[src/rtl/clk_gen_seq_pkg.sv]
// Shared types and default widths for the clock-burst sequencer.
//   clk_seq_state_t : FSM states (IDLE, HIGH, LOW)
//   DIV_W_DEF       : default half-period counter width
//   BURST_W_DEF     : default burst-length width
package clk_gen_seq_pkg;
  localparam int DIV_W_DEF   = 16;
  localparam int BURST_W_DEF = 16;

  typedef enum logic [1:0] {
    IDLE = 2'd0,
    HIGH = 2'd1,
    LOW  = 2'd2
  } clk_seq_state_t;
endpackage

[src/rtl/clk_gen_phase_cnt.sv]
// Loadable phase counter: counts reference cycles spent in the current
// clk_out phase.
//   i_clk, i_resetn : reference clock, synchronous active-low reset
//   i_load          : restart the phase (counter <= 1)
//   i_en            : advance the counter by one
//   i_len           : phase length in reference cycles
//   o_last          : counter has reached i_len (final cycle of the phase)
module clk_gen_phase_cnt #(
  parameter int DIV_W = clk_gen_seq_pkg::DIV_W_DEF
) (
  input  logic             i_clk,
  input  logic             i_resetn,
  input  logic             i_load,
  input  logic             i_en,
  input  logic [DIV_W-1:0] i_len,
  output logic             o_last
);
  logic [DIV_W-1:0] r_cnt;

  // The first cycle of a phase is already count 1, so the count never needs
  // to pass i_len and cannot wrap even when i_len is all ones.
  always_ff @(posedge i_clk) begin
    if (!i_resetn)   r_cnt <= '0;
    else if (i_load) r_cnt <= {{(DIV_W-1){1'b0}}, 1'b1};
    else if (i_en)   r_cnt <= r_cnt + 1'b1;
  end

  assign o_last = (r_cnt == i_len);
endmodule

[src/rtl/clk_gen_sequencer.sv]
// Programmable clock-burst sequencer. On an accepted start it latches a
// half-period and burst length, then emits a 50% duty divided clock plus
// edge strobes, stopping only at period boundaries.
//   clk, resetn        : reference clock, synchronous active-low reset
//   cfg_div, cfg_burst : half-period / period count (0 = continuous), sampled on start
//   start, stop        : single-cycle requests
//   clk_out            : generated clock (registered)
//   rise_stb/fall_stb  : high in the cycle clk_out rises / falls
//   busy, done, err    : run status, end-of-run pulse, rejected-start pulse
module clk_gen_sequencer
  import clk_gen_seq_pkg::*;
#(
  parameter int DIV_W   = DIV_W_DEF,
  parameter int BURST_W = BURST_W_DEF
) (
  input  logic               clk,
  input  logic               resetn,
  input  logic [DIV_W-1:0]   cfg_div,
  input  logic [BURST_W-1:0] cfg_burst,
  input  logic               start,
  input  logic               stop,
  output logic               clk_out,
  output logic               rise_stb,
  output logic               fall_stb,
  output logic               busy,
  output logic               done,
  output logic               err
);
  clk_seq_state_t     r_state;
  logic [DIV_W-1:0]   r_div_q;
  logic [BURST_W-1:0] r_burst_q;
  logic [BURST_W-1:0] r_period_cnt;
  logic               r_stop_pend;
  logic               r_clk_out, r_rise, r_fall, r_busy, r_done, r_err;

  logic               w_start_ok;
  logic               w_load;
  logic               w_en;
  logic               w_last;
  logic               w_burst_end;
  logic [BURST_W-1:0] w_period_nxt;

  assign w_start_ok = (r_state == IDLE) && start && (cfg_div != '0);
  // A phase restarts either on a fresh start or on the final cycle of a phase.
  assign w_load     = (r_state == IDLE) ? w_start_ok : w_last;
  assign w_en       = (r_state != IDLE) && !w_last;

  // One bit wider so period_cnt+1 never aliases to 0 at all-ones.
  assign w_burst_end  = (r_burst_q != '0) &&
                        (({1'b0, r_period_cnt} + 1'b1) == {1'b0, r_burst_q});
  assign w_period_nxt = (&r_period_cnt) ? r_period_cnt : r_period_cnt + 1'b1;

  clk_gen_phase_cnt #(.DIV_W(DIV_W)) u_phase (
    .i_clk    (clk),
    .i_resetn (resetn),
    .i_load   (w_load),
    .i_en     (w_en),
    .i_len    (r_div_q),
    .o_last   (w_last)
  );

  always_ff @(posedge clk) begin
    if (!resetn) begin
      r_state      <= IDLE;
      r_div_q      <= '0;
      r_burst_q    <= '0;
      r_period_cnt <= '0;
      r_stop_pend  <= 1'b0;
      r_clk_out    <= 1'b0;
      r_rise       <= 1'b0;
      r_fall       <= 1'b0;
      r_busy       <= 1'b0;
      r_done       <= 1'b0;
      r_err        <= 1'b0;
    end else begin
      r_rise <= 1'b0;
      r_fall <= 1'b0;
      r_done <= 1'b0;
      r_err  <= 1'b0;
      case (r_state)
        IDLE: begin
          // stop is meaningless here, including alongside start
          if (w_start_ok) begin
            r_state      <= HIGH;
            r_div_q      <= cfg_div;
            r_burst_q    <= cfg_burst;
            r_period_cnt <= '0;
            r_stop_pend  <= 1'b0;
            r_clk_out    <= 1'b1;
            r_rise       <= 1'b1;
            r_busy       <= 1'b1;
          end else if (start) begin
            r_err <= 1'b1;
          end
        end
        HIGH: begin
          if (stop) r_stop_pend <= 1'b1;
          if (w_last) begin
            r_state   <= LOW;
            r_clk_out <= 1'b0;
            r_fall    <= 1'b1;
          end
        end
        LOW: begin
          if (w_last) begin
            if (r_stop_pend || w_burst_end) begin
              // Ending anyway: a stop arriving on this edge is absorbed.
              r_state     <= IDLE;
              r_busy      <= 1'b0;
              r_done      <= 1'b1;
              r_stop_pend <= 1'b0;
            end else begin
              r_state      <= HIGH;
              r_clk_out    <= 1'b1;
              r_rise       <= 1'b1;
              r_period_cnt <= w_period_nxt;
              if (stop) r_stop_pend <= 1'b1;
            end
          end else if (stop) begin
            r_stop_pend <= 1'b1;
          end
        end
        default: r_state <= IDLE;
      endcase
    end
  end

  assign clk_out  = r_clk_out;
  assign rise_stb = r_rise;
  assign fall_stb = r_fall;
  assign busy     = r_busy;
  assign done     = r_done;
  assign err      = r_err;
endmodule

[config.mk]
export PLATFORM = sky130hd
export DESIGN_NAME = clk_gen_sequencer
export DESIGN_NICKNAME = d
export VERILOG_FILES = /design/src/rtl/clk_gen_seq_pkg.sv /design/src/rtl/clk_gen_phase_cnt.sv /design/src/rtl/clk_gen_sequencer.sv
export SDC_FILE = /design/constraint.sdc
export NUM_CORES = 1
export LEC_CHECK = 0
export CAP_MARGIN = 0
export CORE_ASPECT_RATIO = 1.75
export CORE_MARGIN = 2
export CORE_UTILIZATION = 45
export CTS_BUF_LIST = sky130_fd_sc_hd__clkbuf_16
export CTS_CLUSTER_DIAMETER = 40
export DETAILED_ROUTE_END_ITERATION = 8
export PLACE_DENSITY = 0.62
export SLEW_MARGIN = 30
export SYNTH_ARGS = -nofsm -noshare
export SYNTH_HDL_FRONTEND = slang
export SYNTH_SLANG_ARGS = --single-unit
export TNS_END_PERCENT = 5
[constraint.sdc]
create_clock -name clk -period 2.9 [get_ports clk]
set_input_delay 0.58 -clock clk [delete_from_list [all_inputs] [get_ports clk]]
set_output_delay 0.58 -clock clk [all_outputs]
set_load 0.05 [all_outputs]
==> run summary <==
worst r2r src = r_period_cnt[1]$_SDFFE_PN0P_
CTS tree = yes
die area = 9850 um2
top cell type's share of synthesized area = 0.359
GRT overflow = 0
io pins = 42
dpl hpwl = 7870 um
Fmax = 366 MHz
clock latency on the worst-skew pair = 0.34 ns
sequential area share after synthesis = 0.359
root buf cell = clkbuf_16
Leakage Power = 1.97 nW
CTS max path bufs = 2
CP Cell Sequence = ha_1, and3_2, nand4_4, a211o_1, a2111oi_4, a41oi_4, nand3_2, inv_1, mux2_2
relative slew slack = 0.588
final WL = 10500 um
r2r setup slk = 0.17 ns
Slew Viols, Final = 0
share of cells above drive strength 1 = 0.0983
unrepaired setup endpoints after global routing = false
Die W = 75.9 um
clock sink total = 73
top cells by area, synth = dfxtp_1 36%, nand2_1 8.7%, xor2_1 6.7%
Clk pin slew, worst setup/hold paths = 0.06 ns
delay-heaviest family, CP = compound AO/OA/AOI/OAI gates
critical path endpoint category = flip-flop
Fin. Hold Viols = 0
Placer Congestion = 0.889
1st-iter DRT viols = 160
CP arrival = 2.95 ns
Setup Crit Path Kind = reg -> reg
Final min period = 2.73 ns
synth warn = 0
vias = 3645
R2R depth = 9
Avg WL per Cell = 16.0 um
H-tree levels = 3
Layout area overhead = 21.3%
Crit path buffers/inverters = 1
Setup TNS Final = 0 ns
number of global-route vias before repair = 3623
Slew @ Worst Pin = 0.612 ns
GRT Overall Usage = 0.231
Layout Nets = 577
final core occ = 0.566
Hold Buf Count CTS = 0
antenna cells = 0
worst ir drop on vdd = 0.409 mV
synthesized flop and latch total = 73
PwrDens = 525 nW/um2
Stages on worst setup path = 9
initial antenna violation count = 0
syn_nets = 533
Port Buf Inserts = 41
CP startpoint kind = flip-flop
Main synth FF type = dfxtp_1
Synth async-reset ratio = 0
Syn Inst Count = 490
status = finished, final reports clean
core area = 8730 um2
remaining antenna violation count after routing = 0
Required @ worst endpoint = 3.12 ns
drt drc = 0
Netlist cell types = 56
CP Launch Point = r_period_cnt[1]$_SDFFE_PN0P_
CTS Buf Count = 9
Die Y-Extent = 130 um
Fin Hold WS = 0.475 ns
worst setup path endpoint = r_period_cnt[0]$_SDFFE_PN0P_
critical path fanouts, max = 8
# setup viols final = 0
number of flops mapped to enable cells by yosys = 0
first-pass GRT wire length = 17100 um
Initial Util = 0.466
Synth area leader = dfxtp_1
Clock Skews = 0.00910 ns
Synth Area per Inst = 8.31 um2
pin count of the biggest net entering global routing = 45
fin crit share = 0.942
commonest non-fill, non-tap cell in the layout = nand2_1
HP Class = reg -> reg
num rows = 45
commonest cells after routing, fill and taps aside = 94 x nand2_1, 73 x dfxtp_1, 41 x clkdlybuf4s50_1
max cap viols = 0
1st-pass router iterations = 4
CP max-delay cell = dfxtp_1
worst reg2reg endpoint = r_period_cnt[0]$_SDFFE_PN0P_
Cell Area, Synth = 4070 um2
vias per inst = 5.56
CP max stage delay = 0.40 ns
-- sequential cells by signal, indices dropped and copies added, names as in the netlist --
name / count
busy: 1
clk_out: 1
done: 1
err: 1
fall_stb: 1
r_burst_q: 16
r_div_q: 16
r_period_cnt: 16
r_state: 2
r_stop_pend: 1
rise_stb: 1
u_phase.r_cnt: 16
-- worst reg2reg max path, delay by kind of cell, from the launching register on --
kind	cells	cell delay (ns)
buffers and inverters	1	0.12
adders and majority gates	1	0.27
and+or+nand+nor	3	0.68
muxes	1	0.27
AOI/OAI and AO/OA	3	0.89
DFF	1	0.40
-- cells in the mapped netlist (4+ instances only) --
library cell / n
a22o_1: 4
o21ai_0: 9
a21oi_1: 15
and3_1: 9
nand4_1: 10
buf_4: 9
dfxtp_1: 73
inv_1: 10
and4_1: 4
xor2_1: 31
a211o_1: 7
nor2b_1: 4
a21o_1: 10
nor2_1: 33
xnor2_1: 17
ha_1: 7
clkbuf_1: 15
nand2_1: 94
a21boi_0: 35
nor4_1: 15
nand3_1: 16
buf_2: 4
nor3_1: 5
-- how the worst min path moves through the flow --
stage | cells past startpoint | slack (ns) | end | startpoint
after floorplan | 2 | 0.46 | r_div_q[10]$_SDFFE_PN0P_ | r_div_q[10]$_SDFFE_PN0P_
after global placement | 2 | 0.46 | clk_out$_SDFFE_PN0P_ | clk_out$_SDFFE_PN0P_
after detailed placement | 2 | 0.47 | r_div_q[2]$_SDFFE_PN0P_ | r_div_q[2]$_SDFFE_PN0P_
after CTS | 2 | 0.48 | r_div_q[2]$_SDFFE_PN0P_ | r_div_q[2]$_SDFFE_PN0P_
after global routing | 2 | 0.51 | r_div_q[0]$_SDFFE_PN0P_ | r_div_q[0]$_SDFFE_PN0P_
final | 2 | 0.47 | r_div_q[0]$_SDFFE_PN0P_ | r_div_q[0]$_SDFFE_PN0P_
-- power breakdown --
part | internal (mW) | switching [mW]
Sequential | 1.05 | 0.0440
Clock | 0.665 | 0.438
Combinational | 0.174 | 0.220
Total | 1.89 | 0.702
-- layer usage --
layer  routed length (um)  share of wire  GRT usage
met3                  325          0.031     0.0479
met2                 6000           0.57      0.432
met5                    0              0          0
met1                 3840           0.36      0.231
met4                  366          0.035      0.110
-- through the flow --
step	worst slack (ns)	cell area [um2]	total power [mW]	instances
after floorplan	0.336	4070	1.35	490
after global placement	0.139	4640	1.51	640
after detailed placement	0.0716	4640	1.51	640
after CTS	0.0625	4940	2.62	656
after global routing	0.0202	4940	2.70	656
final	0.168	4940	2.59	656
-- logic make-up after synthesis --
group           synth area share
simple gates               0.259
compound gates             0.197
flops                      0.359
xor+xnor                   0.103
buf+inv                   0.0529
fa+ha+maj                 0.0215
mux                      0.00769
-- repair_timing --
item | CTS | global route
endpoints found under the setup margin | 0 | 15
setup buffers | 0 | 0
resized for setup | 0 | 1
-- final cells by class --
cell class / count / area, um2
Multi-Input combinational cell: 376 / 2410
Timing Repair Buffer: 64 / 583
Fill cell: 808 / 3790
Clock inverter: 7 / 70.1
Tap cell: 117 / 146
Inverter: 10 / 37.5
Clock buffer: 9 / 225
Sequential cell: 73 / 1460
Power figures use the tool's default switching activity.
